[src/rtl/ic_refill_ctrl_if.sv]
// Refill controller bundle: cache-side request/line return plus the AXI AR and R channels.
// master = refill controller (AXI master, line producer); slave = cache/interconnect side.
interface ic_refill_ctrl_if #(
  parameter int ADDR_W     = 32,
  parameter int LINE_WORDS = 8
);
  logic                    req;
  logic [ADDR_W-1:0]       addr;
  logic                    cancel;
  logic                    busy;
  logic                    line_valid;
  logic [32*LINE_WORDS-1:0] line_data;
  logic                    line_err;

  logic [3:0]              arid;
  logic [ADDR_W-1:0]       araddr;
  logic [7:0]              arlen;
  logic [2:0]              arsize;
  logic [1:0]              arburst;
  logic                    arvalid;
  logic                    arready;

  logic [31:0]             rdata;
  logic [1:0]              rresp;
  logic                    rlast;
  logic                    rvalid;
  logic                    rready;

  modport master (
    input  req, addr, cancel, arready, rdata, rresp, rlast, rvalid,
    output busy, line_valid, line_data, line_err,
           arid, araddr, arlen, arsize, arburst, arvalid, rready
  );

  modport slave (
    output req, addr, cancel, arready, rdata, rresp, rlast, rvalid,
    input  busy, line_valid, line_data, line_err,
           arid, araddr, arlen, arsize, arburst, arvalid, rready
  );
endinterface

[src/rtl/ic_refill_ctrl.sv]
// ICache line refill: one AXI4 INCR burst per miss, beats packed into a line; line_valid 2+LINE_WORDS cycles after req
// when AR/R never stall. AR held until arready; a cancel drains the remaining beats instead of dropping the handshake.
module ic_refill_ctrl #(
  parameter int         ADDR_W     = 32,
  parameter int         LINE_WORDS = 8,
  parameter logic [3:0] ARID       = 4'd0
) (
  input  logic             clk,
  input  logic             rst,
  ic_refill_ctrl_if.master bus
);

  localparam int OFS_W = $clog2(4*LINE_WORDS);
  localparam int IDX_W = $clog2(LINE_WORDS);
  localparam int CNT_W = IDX_W + 1;

  typedef enum logic [2:0] {
    S_IDLE,
    S_ADDR,
    S_DATA,
    S_DONE,
    S_DRAIN
  } state_t;

  state_t            r_state;
  state_t            w_next;
  logic [ADDR_W-1:0] r_araddr;
  logic [CNT_W-1:0]  r_cnt;
  logic              r_err;
  logic              r_cxl;
  logic [31:0]       r_word [LINE_WORDS];

  logic              w_req_acc;
  logic              w_beat;
  logic              w_arvalid;
  logic              w_rready;
  logic              w_busy;
  logic              w_line_valid;
  logic [32*LINE_WORDS-1:0] w_line;
  logic              w_addr_unused;

  assign w_req_acc     = bus.req && !bus.cancel;
  assign w_beat        = bus.rvalid && w_rready;
  assign w_addr_unused = ^bus.addr[OFS_W-1:0];

  always_ff @(posedge clk) begin
    if (rst) begin
      r_state <= S_IDLE;
    end else begin
      r_state <= w_next;
    end
  end

  always_comb begin
    w_next = r_state;
    case (r_state)
      S_IDLE: begin
        if (w_req_acc) w_next = S_ADDR;
      end
      S_ADDR: begin
        if (bus.arready) w_next = (bus.cancel || r_cxl) ? S_DRAIN : S_DATA;
      end
      S_DATA: begin
        // A cancel on the final beat has nothing left to drain.
        if (w_beat && bus.rlast) w_next = bus.cancel ? S_IDLE : S_DONE;
        else if (bus.cancel)     w_next = S_DRAIN;
      end
      S_DONE: begin
        w_next = S_IDLE;
      end
      S_DRAIN: begin
        if (w_beat && bus.rlast) w_next = S_IDLE;
      end
      default: begin
        w_next = S_IDLE;
      end
    endcase
  end

  always_comb begin
    w_arvalid    = 1'b0;
    w_rready     = 1'b0;
    w_busy       = 1'b1;
    w_line_valid = 1'b0;
    case (r_state)
      S_IDLE:          w_busy       = 1'b0;
      S_ADDR:          w_arvalid    = 1'b1;
      S_DATA, S_DRAIN: w_rready     = 1'b1;
      S_DONE:          w_line_valid = 1'b1;
      default:         w_busy       = 1'b0;
    endcase
  end

  always_ff @(posedge clk) begin
    if (rst) begin
      r_araddr <= '0;
      r_cnt    <= '0;
      r_err    <= 1'b0;
      r_cxl    <= 1'b0;
      for (int i = 0; i < LINE_WORDS; i++) r_word[i] <= '0;
    end else begin
      if (r_state == S_IDLE && w_req_acc) begin
        r_araddr <= {bus.addr[ADDR_W-1:OFS_W], {OFS_W{1'b0}}};
        r_cnt    <= '0;
        r_err    <= 1'b0;
        r_cxl    <= 1'b0;
      end
      if (r_state == S_ADDR && bus.cancel) r_cxl <= 1'b1;
      if (r_state == S_DATA && w_beat) begin
        r_err <= r_err | (bus.rresp != 2'b00);
        // Counter parks at LINE_WORDS so overlong bursts cannot wrap onto word 0.
        if (r_cnt != CNT_W'(LINE_WORDS)) begin
          r_cnt                     <= r_cnt + CNT_W'(1);
          r_word[r_cnt[IDX_W-1:0]]  <= bus.rdata;
        end
      end
    end
  end

  always_comb begin
    w_line = '0;
    for (int i = 0; i < LINE_WORDS; i++) w_line[32*i +: 32] = r_word[i];
  end

  assign bus.busy       = w_busy;
  assign bus.line_valid = w_line_valid;
  assign bus.line_data  = w_line;
  assign bus.line_err   = r_err;
  assign bus.arid       = ARID;
  assign bus.araddr     = r_araddr;
  assign bus.arlen      = 8'(LINE_WORDS - 1);
  assign bus.arsize     = 3'b010;
  assign bus.arburst    = 2'b01;
  assign bus.arvalid    = w_arvalid;
  assign bus.rready     = w_rready;

endmodule
[src/flat_wrapper.sv]
// flat-port wrapper written by rule: the top's interface ports become plain ports
module ic_refill_ctrl_flat 
#(
  parameter int         ADDR_W     = 32,
  parameter int         LINE_WORDS = 8,
  parameter logic [3:0] ARID       = 4'd0
)
  (clk, rst, bus_req, bus_addr, bus_cancel, bus_arready, bus_rdata, bus_rresp, bus_rlast, bus_rvalid, bus_busy, bus_line_valid, bus_line_data, bus_line_err, bus_arid, bus_araddr, bus_arlen, bus_arsize, bus_arburst, bus_arvalid, bus_rready);
  ic_refill_ctrl_if #(.ADDR_W(ADDR_W), .LINE_WORDS(LINE_WORDS)) bus_i ();
  input  logic clk;
  input  logic rst;
  input wire logic [$bits(bus_i.req)-1:0] bus_req;
  input wire logic [$bits(bus_i.addr)-1:0] bus_addr;
  input wire logic [$bits(bus_i.cancel)-1:0] bus_cancel;
  input wire logic [$bits(bus_i.arready)-1:0] bus_arready;
  input wire logic [$bits(bus_i.rdata)-1:0] bus_rdata;
  input wire logic [$bits(bus_i.rresp)-1:0] bus_rresp;
  input wire logic [$bits(bus_i.rlast)-1:0] bus_rlast;
  input wire logic [$bits(bus_i.rvalid)-1:0] bus_rvalid;
  output wire logic [$bits(bus_i.busy)-1:0] bus_busy;
  output wire logic [$bits(bus_i.line_valid)-1:0] bus_line_valid;
  output wire logic [$bits(bus_i.line_data)-1:0] bus_line_data;
  output wire logic [$bits(bus_i.line_err)-1:0] bus_line_err;
  output wire logic [$bits(bus_i.arid)-1:0] bus_arid;
  output wire logic [$bits(bus_i.araddr)-1:0] bus_araddr;
  output wire logic [$bits(bus_i.arlen)-1:0] bus_arlen;
  output wire logic [$bits(bus_i.arsize)-1:0] bus_arsize;
  output wire logic [$bits(bus_i.arburst)-1:0] bus_arburst;
  output wire logic [$bits(bus_i.arvalid)-1:0] bus_arvalid;
  output wire logic [$bits(bus_i.rready)-1:0] bus_rready;
  assign bus_i.req = bus_req;
  assign bus_i.addr = bus_addr;
  assign bus_i.cancel = bus_cancel;
  assign bus_i.arready = bus_arready;
  assign bus_i.rdata = bus_rdata;
  assign bus_i.rresp = bus_rresp;
  assign bus_i.rlast = bus_rlast;
  assign bus_i.rvalid = bus_rvalid;
  assign bus_busy = bus_i.busy;
  assign bus_line_valid = bus_i.line_valid;
  assign bus_line_data = bus_i.line_data;
  assign bus_line_err = bus_i.line_err;
  assign bus_arid = bus_i.arid;
  assign bus_araddr = bus_i.araddr;
  assign bus_arlen = bus_i.arlen;
  assign bus_arsize = bus_i.arsize;
  assign bus_arburst = bus_i.arburst;
  assign bus_arvalid = bus_i.arvalid;
  assign bus_rready = bus_i.rready;
  ic_refill_ctrl #(.ADDR_W(ADDR_W), .LINE_WORDS(LINE_WORDS), .ARID(ARID)) u_core (.clk(clk), .rst(rst), .bus(bus_i));
endmodule
[config.mk]
export PLATFORM = sky130hd
export DESIGN_NAME = ic_refill_ctrl_flat
export DESIGN_NICKNAME = d
export VERILOG_FILES = /design/src/rtl/ic_refill_ctrl_if.sv /design/src/rtl/ic_refill_ctrl.sv /design/src/flat_wrapper.sv
export SDC_FILE = /design/constraint.sdc
export NUM_CORES = 1
export LEC_CHECK = 0
export BUFFER_PORTS_ARGS = -buffer_cell sky130_fd_sc_hd__buf_2
export CORE_AREA = 2 2 148 150
export CTS_CLUSTER_SIZE = 25
export DETAILED_ROUTE_END_ITERATION = 8
export DIE_AREA = 0 0 150 152
export PLACE_DENSITY = 0.84
export RECOVER_POWER = 100
export SLEW_MARGIN = 40
export SYNTH_ARGS = -nofsm -noshare
export SYNTH_HDL_FRONTEND = slang
export SYNTH_SLANG_ARGS = --single-unit
[constraint.sdc]
create_clock -name clk -period 6.8 [get_ports clk]
set_input_delay 1.36 -clock clk [delete_from_list [all_inputs] [get_ports clk]]
set_output_delay 1.36 -clock clk [all_outputs]
set_load 0.05 [all_outputs]
# ---- Word-level counts from Yosys, hierarchy flattened
# Memory sizes are Yosys's and may differ from the RTL's.
# Cells that the tools add are included.
dict set report word_totals {
  register_bits 36
  input_bits 73
  memories 1
  ram_bits 256
}
# memory words width read_ports rd_ports_with_merged_regs write_ports line
set mem_list {}
lappend mem_list {u_core.r_word 8 32 8 0 8 ic_refill_ctrl.sv:31} ;# logic [31:0] r_word [LINE_WORDS];
dict set report op_classes {
  bitwise 1
  addsub 1
  n_eq_ne 9
  n_reduce_logical 16
  mux 27
}
# operator count
set ops {}
lappend ops {{32-bit two-way mux} 1}
lappend ops {{32-bit OR reduction} 1}
lappend ops {{3-bit two-way mux} 7}
lappend ops {{1-bit two-way mux} 14}
lappend ops {{4-bit two-way mux} 3}
lappend ops {{3-bit one-hot mux with 4 select lines} 1}
lappend ops {{3-bit by 2-bit == test with 1-bit output, second input constant} 2}
lappend ops {{1-bit logical AND} 6}
lappend ops {{2-bit nonzero test} 3}
lappend ops {{4-bit by 1-bit adder with 4-bit output, second input constant} 1}
lappend ops {{2-bit by 1-bit != test with 1-bit output, second input constant} 2}
lappend ops {{4-bit != test, second input constant} 1}
lappend ops {{4-bit AND reduction} 1}
lappend ops {{4-bit OR reduction} 1}
lappend ops {{3-bit by 1-bit == test with 1-bit output, second input constant} 1}
lappend ops {{3-bit == test, second input constant} 1}
lappend ops {{3-bit zero test} 1}
lappend ops {{3-bit by 2-bit != test with 1-bit output, second input constant} 1}
lappend ops {{2-bit two-way mux} 1}
lappend ops {{2-bit != test, second input constant} 1}
lappend ops {{2-bit OR reduction} 1}
lappend ops {{1-bit zero test} 1}
lappend ops {{1-bit logical OR} 1}
lappend ops {{1-bit OR} 1}

# ---- Depth between registers and ports, before layout
# Gate-level depths: netlist (run 1).
dict set report logic_depth {
  word_depth 10
  mapped_depth 7
  mapped_depth_nobuf 6
}

# ---- Worst setup path after synthesis (run 1)
# Ideal clock, no wire load.
dict set report synth_path {
  kind {reg-to-output}
  start {reg u_core.r_state[2]}
  end {out bus_arvalid}
  n_path_buf 1
  stages_incl_launch_ff 3
  path_slack_ns 3.594
  arrival_ns 1.846
  required_time_ns 5.440
  cell_sequence {dfxtp_1 > clkbuf_1 > nor3b_1}
}
dict set report synth_between {
  elab_chain_len 2
}
# item line
set synth_lines {}
lappend synth_lines {{start: declaration} ic_refill_ctrl.sv:25} ;# state_t r_state;
lappend synth_lines {{start signal: assignment} ic_refill_ctrl.sv:50} ;# r_state <= w_next;
lappend synth_lines {{3-bit by 1-bit == test with 1-bit output} ic_refill_ctrl.sv:85} ;# case (r_state)
lappend synth_lines {{1-bit two-way mux} ic_refill_ctrl.sv:85}
lappend synth_lines {{end: declaration} flat_wrapper.sv:29} ;# output wire logic [$bits(bus_i.arvalid)-1:0] bus_arvalid;
# Every way passes these cells.

==> results.json, run 1 <==
{
  "die_area_mm2": 0.0228,
  "status": "finished, violations left",
  "die_h_um": 152,
  "worst_pin_slew_ns": 2.85,
  "place_congestion": 0.804,
  "grtUsageTotal": 0.241,
  "required_ns": 6.89,
  "power_density_mw_per_mm2": 308,
  "clock.fmax_mhz": 225,
  "clockBufferDepth": 3,
  "ir_worst_vdd_uv": 237,
  "worst_slack_ns": 2.36,
  "vias_per_cell": 5.09,
  "grt_pass1_wl_mm": 41.3,
  "drt_iter0_markers": 431,
  "vias": 7285,
  "violations": "max-capacitance violations, max-slew violations",
  "cp_max_fo": 32,
  "clock_skew_ns": 0.0181,
  "worstRegToRegCells": 5,
  "switchingPower_w": 0.00116,
  "cp_slowest_cell": "or2_0",
  "initial_core_util": 0.527,
  "wl_per_cell_um": 19.9,
  "layout_common_cells": "clkbuf_1, edfxtp_1, and2_0, and2_1, buf_2",
  "h-tree-depth": 1,
  "min_delay_path_depth": 2,
  "port_buffers": 355,
  "grt_pass1_vias": 7216,
  "path_class": "in -> reg",
  "ys_seq_area_frac": 0.747,
  "fin_util": 0.641,
  "ant_nets": 0,
  "slowest_delay_ns": 2.05,
  "cts_resized": 0,
  "drc_errors": 0,
  "max_cap_violations": 8,
  "path_delay_family": "simple AND/OR/NAND/NOR gates",
  "drive_gt1_frac": 0.102,
  "die_w_um": 150,
  "num_rows": 54,
  "tns_ns": 0,
  "critical_path_depth": 6,
  "clockRootBuffer": "clkbuf_16",
  "coreArea_mm2": 0.0214,
  "hp-class": "reg -> reg",
  "synth_cells": 769,
  "leakage_nw": 4.87,
  "finalSetupViolations": 0,
  "cts_setup_buffers": 0,
  "startpoint_type": "input port",
  "cts_tree": "yes",
  "syn_avg_cell_area_um2": 14.6,
  "min_period_ns": 4.44,
  "crit_chain": "buf_2 > nor4bb_1 > clkbuf_1 > nand3b_1 > nor3_1 > or2_0",
  "drv_slew": 269,
  "r2r_setup_slack_ns": 2.55,
  "slew_headroom": -0.899,
  "synthFlopType": "edfxtp_1",
  "wl_mm": 28.5,
  "path_buf_inv": 2,
  "syn-cell-area_mm2": 0.0113,
  "combPwrFrac": 0.131,
  "clkPwrFrac": 0.379,
  "p_total_w": 0.00421,
  "worstPathArrival_ns": 4.53,
  "cts.sinks": 292,
  "p_sw_frac": 0.276,
  "endpoint_kind": "flip-flop",
  "synth-seq-cells": 292,
  "final-hold-violation-count": 0,
  "grt_max_degree": 48,
  "yosysUniqueCellTypes": 38,
  "io_pins": 383,
  "dp_slack_ns": 3.07,
  "first_pass_iters": 4,
  "clk_pin_slew_ns": 0.06,
  "p_int_w": 0.00305,
  "hpwl_mm": 18.1,
  "synth-edff-count": 256,
  "antenna_found_initial": 2,
  "synthToLayoutAreaGrowth_pct": 21.5,
  "clk_latency_ns": 0.54,
  "seq_power_share": 0.490,
  "finalCritPeriodShare": 0.653,
  "grt_overflow": 0,
  "synthArstFlopShare": 0,
  "grt_setup_unrepaired": "no",
  "final_nets": 1202,
  "final_common_cell": "clkbuf_1",
  "yosys_warnings": 0,
  "cts_buffers": 28,
  "ctsHoldBuffers": 0
}
==> worst register-to-register path, cell delays in order (launching register included) <==
cell and delay [ns]:
dfxtp_1 0.59, nor4bb_1 0.34, clkbuf_1 0.32, nand3b_1 0.26, nor3_1 0.25, or2_0 2.05
==> synthesized netlist by cell type (all sizes together), types with 2 or more instances <==
master | number | area share
and2 | 256 | 0.14
edfxtp | 256 | 0.68
nand2 | 62 | 0.021
buf | 50 | 0.031
a21oi | 38 | 0.017
dfxtp | 36 | 0.064
clkbuf | 10 | 0.0033
nor2 | 10 | 0.0047
or2 | 9 | 0.0050
inv | 4 | 0.0013
nand3 | 4 | 0.0018
nor3 | 4 | 0.0038
nand3b | 3 | 0.0042
o21ai | 3 | 0.0013
conb | 2 | 0.00067
ha | 2 | 0.0022
nand2b | 2 | 0.0011
nor3b | 2 | 0.0013
nor4 | 2 | 0.0024
or3 | 2 | 0.0011
xnor2 | 2 | 0.0016
==> layout make-up <==
type,count,area [um2]
antenna,2,5.00
clock buffer,33,719
clock inverter,18,223
fill,1705,7670
inverter,4,15.0
multi-input combinational,433,2490
sequential,292,8410
tap,280,350
timing repair buffer,368,1470
==> routing by layer <==
metal,up-vias,share of wire,GRT usage
li1,3312,-,-
met1,3491,0.38,0.292
met2,405,0.49,0.418
met3,77,0.090,0.0544
met4,0,0.039,0.0948
met5,-,0,0
==> power groups by stage <==
stage	logic [W]	registers, W	clock network [W]
global placement	0.000566	0.00209	0
detailed placement	0.000578	0.00210	0
finish	0.000552	0.00206	0.00159
global route	0.000579	0.00207	0.00168
floorplan	0.000184	0.00234	0
CTS	0.000579	0.00206	0.00161
==> stage by stage <==
stage / hold slack (ns) / std cells / cell area [um2]
finish: 0.453 / 1430 / 13700
global route: 0.473 / 1430 / 13700
CTS: 0.451 / 1428 / 14100
detailed placement: 0.443 / 1377 / 13200
global placement: 0.439 / 1373 / 13100
floorplan: 0.466 / 789 / 11300
==> registers in the layout, summed over array words and instances, names as in the netlist <==
| register | count |
|---|---|
| u_core.bus.araddr | 27 |
| u_core.bus.line_err | 1 |
| u_core.r_cnt | 4 |
| u_core.r_cxl | 1 |
| u_core.r_state | 3 |
| u_core.r_word | 256 |
==> final timing paths <==
check / end / startpoint
max: u_core.r_word[4][21]$_SDFFCE_PN0P_ / bus_rvalid
min: u_core.bus.araddr[11]$_SDFFE_PP0P_ / u_core.bus.araddr[11]$_SDFFE_PP0P_
max reg2reg: u_core.r_word[4][21]$_SDFFCE_PN0P_ / u_core.r_state[1]$_SDFFE_PP0P_
min reg2reg: u_core.bus.araddr[11]$_SDFFE_PP0P_ / u_core.bus.araddr[11]$_SDFFE_PP0P_
==> logic make-up after synthesis <==
group / Yosys count / share of synthesized area
adders and majority gates: 2 / 0.00222
DFF: 292 / 0.747
xor gates and xnor gates: 2 / 0.00156
buffers and inverters: 64 / 0.0353
and+or+nand+nor: 360 / 0.191
AOI/OAI and AO/OA: 47 / 0.0222
other: 2 / 0.000667
No activity file was read; power rests on OpenSTA's default activity.
==> run 2: changes to the inputs <==
- ABC_AREA: not set -> 1
- CORE_AREA: 2 2 148 150 -> not set
- CORE_UTILIZATION: not set -> 50
- DIE_AREA: 0 0 150 152 -> not set
- PLACE_DENSITY: 0.84 -> 0.8
- clock period: 6.8 -> 4.4 ns (I/O delays scaled with it)
==> results.json, run 2 <==
{
  "yosysTopAreaCell": "edfxtp_1",
  "worstPathArrival_ns": 3.70,
  "endpoint_kind": "flip-flop",
  "clockRootBuffer": "clkbuf_16",
  "crit_chain": "inv_1 > ha_1 > nand3_1 > nand2_4 > nor2_1 > nand2_1 > nand2_2",
  "synthArstFlopShare": 0,
  "finalSetupViolations": 0,
  "tns_ns": 0,
  "antenna_found_initial": 1,
  "yosys-mux-area-fraction": 0,
  "drc_errors": 0,
  "clk_latency_ns": 0.53,
  "wl_per_cell_um": 19.6,
  "r2r_setup_slack_ns": 0.84,
  "grt_pass1_vias": 7257,
  "slowest_delay_ns": 1.11,
  "die_h_um": 150,
  "worst_pin_slew_ns": 2.13,
  "dp_slack_ns": 1.09,
  "grt_overflow": 0,
  "wl_mm": 28.9,
  "final_common_cell": "nor2_1",
  "combPwrFrac": 0.127,
  "synthTopCellsByArea": "edfxtp_1, nor2_1, dfxtp_1",
  "met2_usage": 0.445,
  "clock.fmax_mhz": 281,
  "cts_setup_buffers": 0,
  "syn_avg_cell_area_um2": 13.3,
  "grtUsageTotal": 0.250,
  "violations": "max-capacitance violations, max-slew violations",
  "vias": 7493,
  "min_period_ns": 3.56,
  "hp-class": "reg -> reg",
  "io_pins": 383,
  "final-hold-violation-count": 0,
  "die_w_um": 150,
  "synthAdderAreaFrac": 0.00230,
  "clock_skew_ns": 0.0109,
  "coreArea_mm2": 0.0212,
  "seq_power_share": 0.495,
  "yosysUniqueCellTypes": 24,
  "worst_slack_ns": 0.844,
  "synth-seq-cells": 292,
  "cp_max_fo": 33,
  "hpwl_mm": 18.8,
  "port_buffers": 355,
  "leakage_nw": 5.24,
  "grt_max_degree": 37,
  "ys_seq_area_frac": 0.773,
  "place_congestion": 0.812,
  "p_int_w": 0.00464,
  "power_density_mw_per_mm2": 486,
  "cts_resized": 0,
  "vias_per_cell": 5.09,
  "yosys-top-cells-count": "nor2_1, edfxtp_1, inv_1",
  "grt.met1_usage": 0.295,
  "path_class": "reg -> reg",
  "max_cap_violations": 3,
  "synth_compound_area_frac": 0.0184,
  "drive_gt1_frac": 0.107,
  "p_total_w": 0.00640,
  "syn-cell-area_mm2": 0.0109,
  "cts_tree": "yes",
  "cts_buffers": 29,
  "yosys_warnings": 0,
  "ir_worst_vdd_uv": 318,
  "ctsHoldBuffers": 0,
  "drv_slew": 101,
  "synth_cells": 816,
  "regMostFlops": "u_core.r_word",
  "required_ns": 4.54,
  "synth-edff-count": 256,
  "first_pass_iters": 5,
  "ant_nets": 0,
  "synth_top_area_frac": 0.707,
  "clk_pin_slew_ns": 0.06,
  "grt_setup_unrepaired": "no",
  "final_nets": 1249,
  "layout_common_cells": "nor2_1, clkbuf_1, edfxtp_1, buf_2, inv_1",
  "drt_iter0_markers": 516,
  "cp_slowest_cell": "nand2_2",
  "startpoint_type": "flip-flop",
  "grt.met3_usage": 0.0530,
  "status": "finished, violations left",
  "synthToLayoutAreaGrowth_pct": 21.0,
  "die_area_mm2": 0.0224,
  "slew_headroom": -0.420,
  "grt_busiest_layer": "met2",
  "clkPwrFrac": 0.378,
  "switchingPower_w": 0.00176,
  "clockBufferDepth": 3,
  "p_sw_frac": 0.275,
  "num_rows": 53,
  "largest_reg_flops": 256,
  "synthFlopType": "edfxtp_1",
  "h-tree-depth": 1,
  "yosysMostFrequentCell": "nor2_1",
  "synth_simple_gate_area_frac": 0.146,
  "cts.sinks": 292,
  "finalCritPeriodShare": 0.808,
  "synth_top_family_by_area": "simple AND/OR/NAND/NOR gates",
  "synthXorXnorAreaFrac": 0.000805,
  "initial_core_util": 0.514,
  "grt_pass1_wl_mm": 40.9
}
run 2: cell type report:
class                           instances  area (um2)
Antenna cell                            1        2.50
Clock buffer                           40         777
Clock inverter                         13         146
Fill cell                            1766        7990
Inverter                               44         165
Multi-Input combinational cell        445        1850
Sequential cell                       292        8410
Tap cell                              275         344
Timing Repair Buffer                  362        1470
run 2: per-layer routing:
layer,up-vias,share of wire
li1,3389,-
met1,3606,0.36
met2,446,0.51
met3,52,0.095
met4,0,0.031
met5,-,0
run 2: path summary, 6_finish.rpt:
check,from,endpoint,cells after the start
worst max register to register,u_core.r_cnt[0]$_SDFF_PP0_,u_core.r_word[4][15]$_SDFFCE_PN0P_,7
worst min-delay path,u_core.bus.araddr[31]$_SDFFE_PP0P_,u_core.bus.araddr[31]$_SDFFE_PP0P_,2
worst max-delay path,u_core.r_cnt[0]$_SDFF_PP0_,u_core.r_word[4][15]$_SDFFCE_PN0P_,7
worst min register to register,u_core.bus.araddr[31]$_SDFFE_PP0P_,u_core.bus.araddr[31]$_SDFFE_PP0P_,2
run 2: through the flow:
| step | area [um2] | hold WS [ns] | cells | utilization |
|---|---|---|---|---|
| floorplan | 11000 | 0.451 | 836 | - |
| global placement | 12700 | 0.448 | 1418 | 0.600 |
| detailed placement | 12700 | 0.454 | 1418 | 0.600 |
| CTS | 13600 | 0.469 | 1471 | 0.644 |
| global route | 13200 | 0.498 | 1472 | 0.622 |
| finish | 13200 | 0.470 | 1472 | 0.622 |
run 2: logic make-up (layout without fill, tap and decap cells):
kind of cell / Yosys count / count (layout)
buffers and inverters: 99 / 459
adder cells (fa/ha/maj): 2 / 2
AO/OA/AOI/OAI: 40 / 40
XOR/XNOR: 1 / 1
AND/OR/NAND/NOR: 380 / 380
other: 2 / 23
flip-flops: 292 / 292
run 2: critical path: cells and delay by family, from the launching register on:
kind | cells | cell delay [ns]
buffers and inverters | 1 | 0.12
adder cells (fa/ha/maj) | 1 | 0.21
AND/OR/NAND/NOR | 5 | 2.37
flip-flops | 1 | 0.42
run 2: power by group through the flow:
| stage | Clock, W | Combinational [W] | Sequential (W) |
|---|---|---|---|
| global placement | 0 | 0.000845 | 0.00322 |
| CTS | 0.00244 | 0.000855 | 0.00316 |
| detailed placement | 0 | 0.000854 | 0.00322 |
| global route | 0.00255 | 0.000852 | 0.00318 |
| floorplan | 0 | 0.000241 | 0.00362 |
| finish | 0.00242 | 0.000815 | 0.00317 |
==> run 3: changes to the inputs <==
- ABC_AREA: 1 -> 0
- clock period: 4.4 -> 3.45 ns (I/O delays scaled with it)
==> results.json, run 3 (same netlist as run 1, synthesis figures left out) <==
{
  "first_pass_iters": 6,
  "dp_cells": 1376,
  "ctsHoldBuffers": 0,
  "seq_power_share": 0.502,
  "path_delay_family": "simple AND/OR/NAND/NOR gates",
  "endpoint_kind": "flip-flop",
  "finalSetupViolations": 0,
  "grt_busiest_layer": "met2",
  "instances_no_fill": 1428,
  "min_period_ns": 2.82,
  "seq_area_mm2": 0.00841,
  "cts_tree": "yes",
  "wl_mm": 28.6,
  "port_buffers": 355,
  "crit_chain": "nor4bb_1 > clkbuf_1 > nand3b_1 > nor2_1 > or2_2",
  "p_int_w": 0.00579,
  "finalCritPeriodShare": 0.818,
  "vias": 7234,
  "clk_pin_slew_ns": 0.06,
  "worst_pin_slew_ns": 1.16,
  "slowest_delay_ns": 0.74,
  "ir_worst_vdd_uv": 367,
  "path_buf_inv": 1,
  "layout_common_cells": "clkbuf_1, edfxtp_1, and2_1, and2_0, buf_2",
  "drt_iter0_markers": 486,
  "regMostFlops": "u_core.r_word",
  "cts.sinks": 292,
  "grt_max_degree": 36,
  "violations": "design-rule violations",
  "status": "finished, violations left",
  "wl_per_cell_um": 20.0,
  "num_rows": 54,
  "grt_pass1_vias": 7252,
  "startpoint_type": "flip-flop",
  "grt.met1_usage": 0.294,
  "place_congestion": 0.789,
  "clock_skew_ns": 0.0245,
  "max_cap_violations": 0,
  "die_w_um": 152,
  "worstPathArrival_ns": 2.98,
  "hp-class": "in -> reg",
  "die_h_um": 152,
  "drive_gt1_frac": 0.108,
  "clock.fmax_mhz": 354,
  "antenna_found_initial": 0,
  "cts_setup_buffers": 0,
  "ant_nets": 0,
  "drc_errors": 56,
  "grt_pass1_wl_mm": 42.4,
  "antenna_cells": 0,
  "hold_ws_ns": 0.382,
  "grtUsageTotal": 0.244,
  "cp_slowest_cell": "or2_2",
  "nFillCells": 1800,
  "h-tree-depth": 1,
  "clkPwrFrac": 0.364,
  "final_common_cell": "clkbuf_1",
  "largest_reg_flops": 256,
  "required_ns": 3.61,
  "io_pins": 383,
  "clockBufferDepth": 3,
  "p_sw_frac": 0.285,
  "switchingPower_w": 0.00231,
  "tns_ns": 0,
  "power_density_mw_per_mm2": 594,
  "combPwrFrac": 0.134,
  "grt_overflow": 0,
  "cts_buffers": 29,
  "cts_resized": 0,
  "hpwl_mm": 18.3,
  "final_nets": 1202,
  "coreArea_mm2": 0.0220,
  "vias_per_cell": 5.07,
  "clk_latency_ns": 0.56,
  "die_area_mm2": 0.0231,
  "met2_usage": 0.427,
  "clockRootBuffer": "clkbuf_16",
  "path_class": "reg -> reg",
  "grt.met3_usage": 0.0576,
  "drv_slew": 0,
  "slew_headroom": 0.227,
  "final-hold-violation-count": 0,
  "grt_setup_unrepaired": "no",
  "initial_core_util": 0.513,
  "synthToLayoutAreaGrowth_pct": 21.1,
  "leakage_nw": 4.95,
  "multi_input_area_mm2": 0.00250,
  "cp_max_fo": 32
}
==> run 3: cell types whose count changed in the layout (fill, tap and decap cells not counted), sizes merged, moves of 3 or more <==
cell,before,now
bufinv,3,0
a21oi,9,38
and2,1,256
inv,45,6
o21ai,31,3
nand3b,0,3
nand2,43,62
or2,0,9
nor2,322,10
clkbuf,332,338
==> run 3: worst paths after layout <==
| check | startpoint | end | slack [ns] | depth (start not counted) |
|---|---|---|---|---|
| setup / recovery | u_core.r_state[1]$_SDFFE_PP0P_ | u_core.r_word[1][7]$_SDFFCE_PN0P_ | 0.63 | 5 |
| hold / removal | bus_addr[23] | u_core.bus.araddr[23]$_SDFFE_PP0P_ | 0.38 | 3 |
| setup reg to reg | u_core.r_state[1]$_SDFFE_PP0P_ | u_core.r_word[1][7]$_SDFFCE_PN0P_ | 0.63 | 5 |
| hold reg to reg | u_core.bus.line_err$_SDFFE_PP0P_ | u_core.bus.line_err$_SDFFE_PP0P_ | 0.45 | 2 |
==> run 3: area by class of cell <==
type,count,area share
Inverter,4,0.00110
Clock inverter,12,0.00523
Tap cell,280,0.0257
Timing Repair Buffer,367,0.108
Sequential cell,292,0.617
Multi-Input combinational cell,433,0.183
Clock buffer,40,0.0594
==> run 3: power groups by stage <==
stage	Sequential, W	Combinational, W	Clock, W
5_1_grt	0.00408	0.00114	0.00310
3_5_place_dp	0.00413	0.00114	0
4_1_cts	0.00406	0.00114	0.00298
3_3_place_gp	0.00413	0.00112	0
2_1_floorplan	0.00462	0.000363	0
6_report	0.00406	0.00109	0.00295
==> run 3: routing by layer <==
layer  up-vias  part of all wire
li1       3321                 -
met1      3507              0.39
met3        56             0.079
met2       350              0.50
met4         0             0.029
met5         -                 0
==> run 3: stage by stage <==
stage | util | setup WS (ns) | cell area (um2) | power, W
after global routing | 0.621 | 0.447 | 13600 | 0.00832
after global placement | 0.600 | 0.788 | 13200 | 0.00525
after CTS | 0.641 | 0.970 | 14100 | 0.00817
after floorplan | - | 0.914 | 11300 | 0.00498
after detailed placement | 0.601 | 1.02 | 13200 | 0.00527
final | 0.621 | 0.629 | 13600 | 0.00810
==> run 3: worst reg2reg max path, cell delays in order, from the launching register on <==
cell	delay (ns)
dfxtp_1	0.59
nor4bb_1	0.34
clkbuf_1	0.36
nand3b_1	0.23
nor2_1	0.17
or2_2	0.74
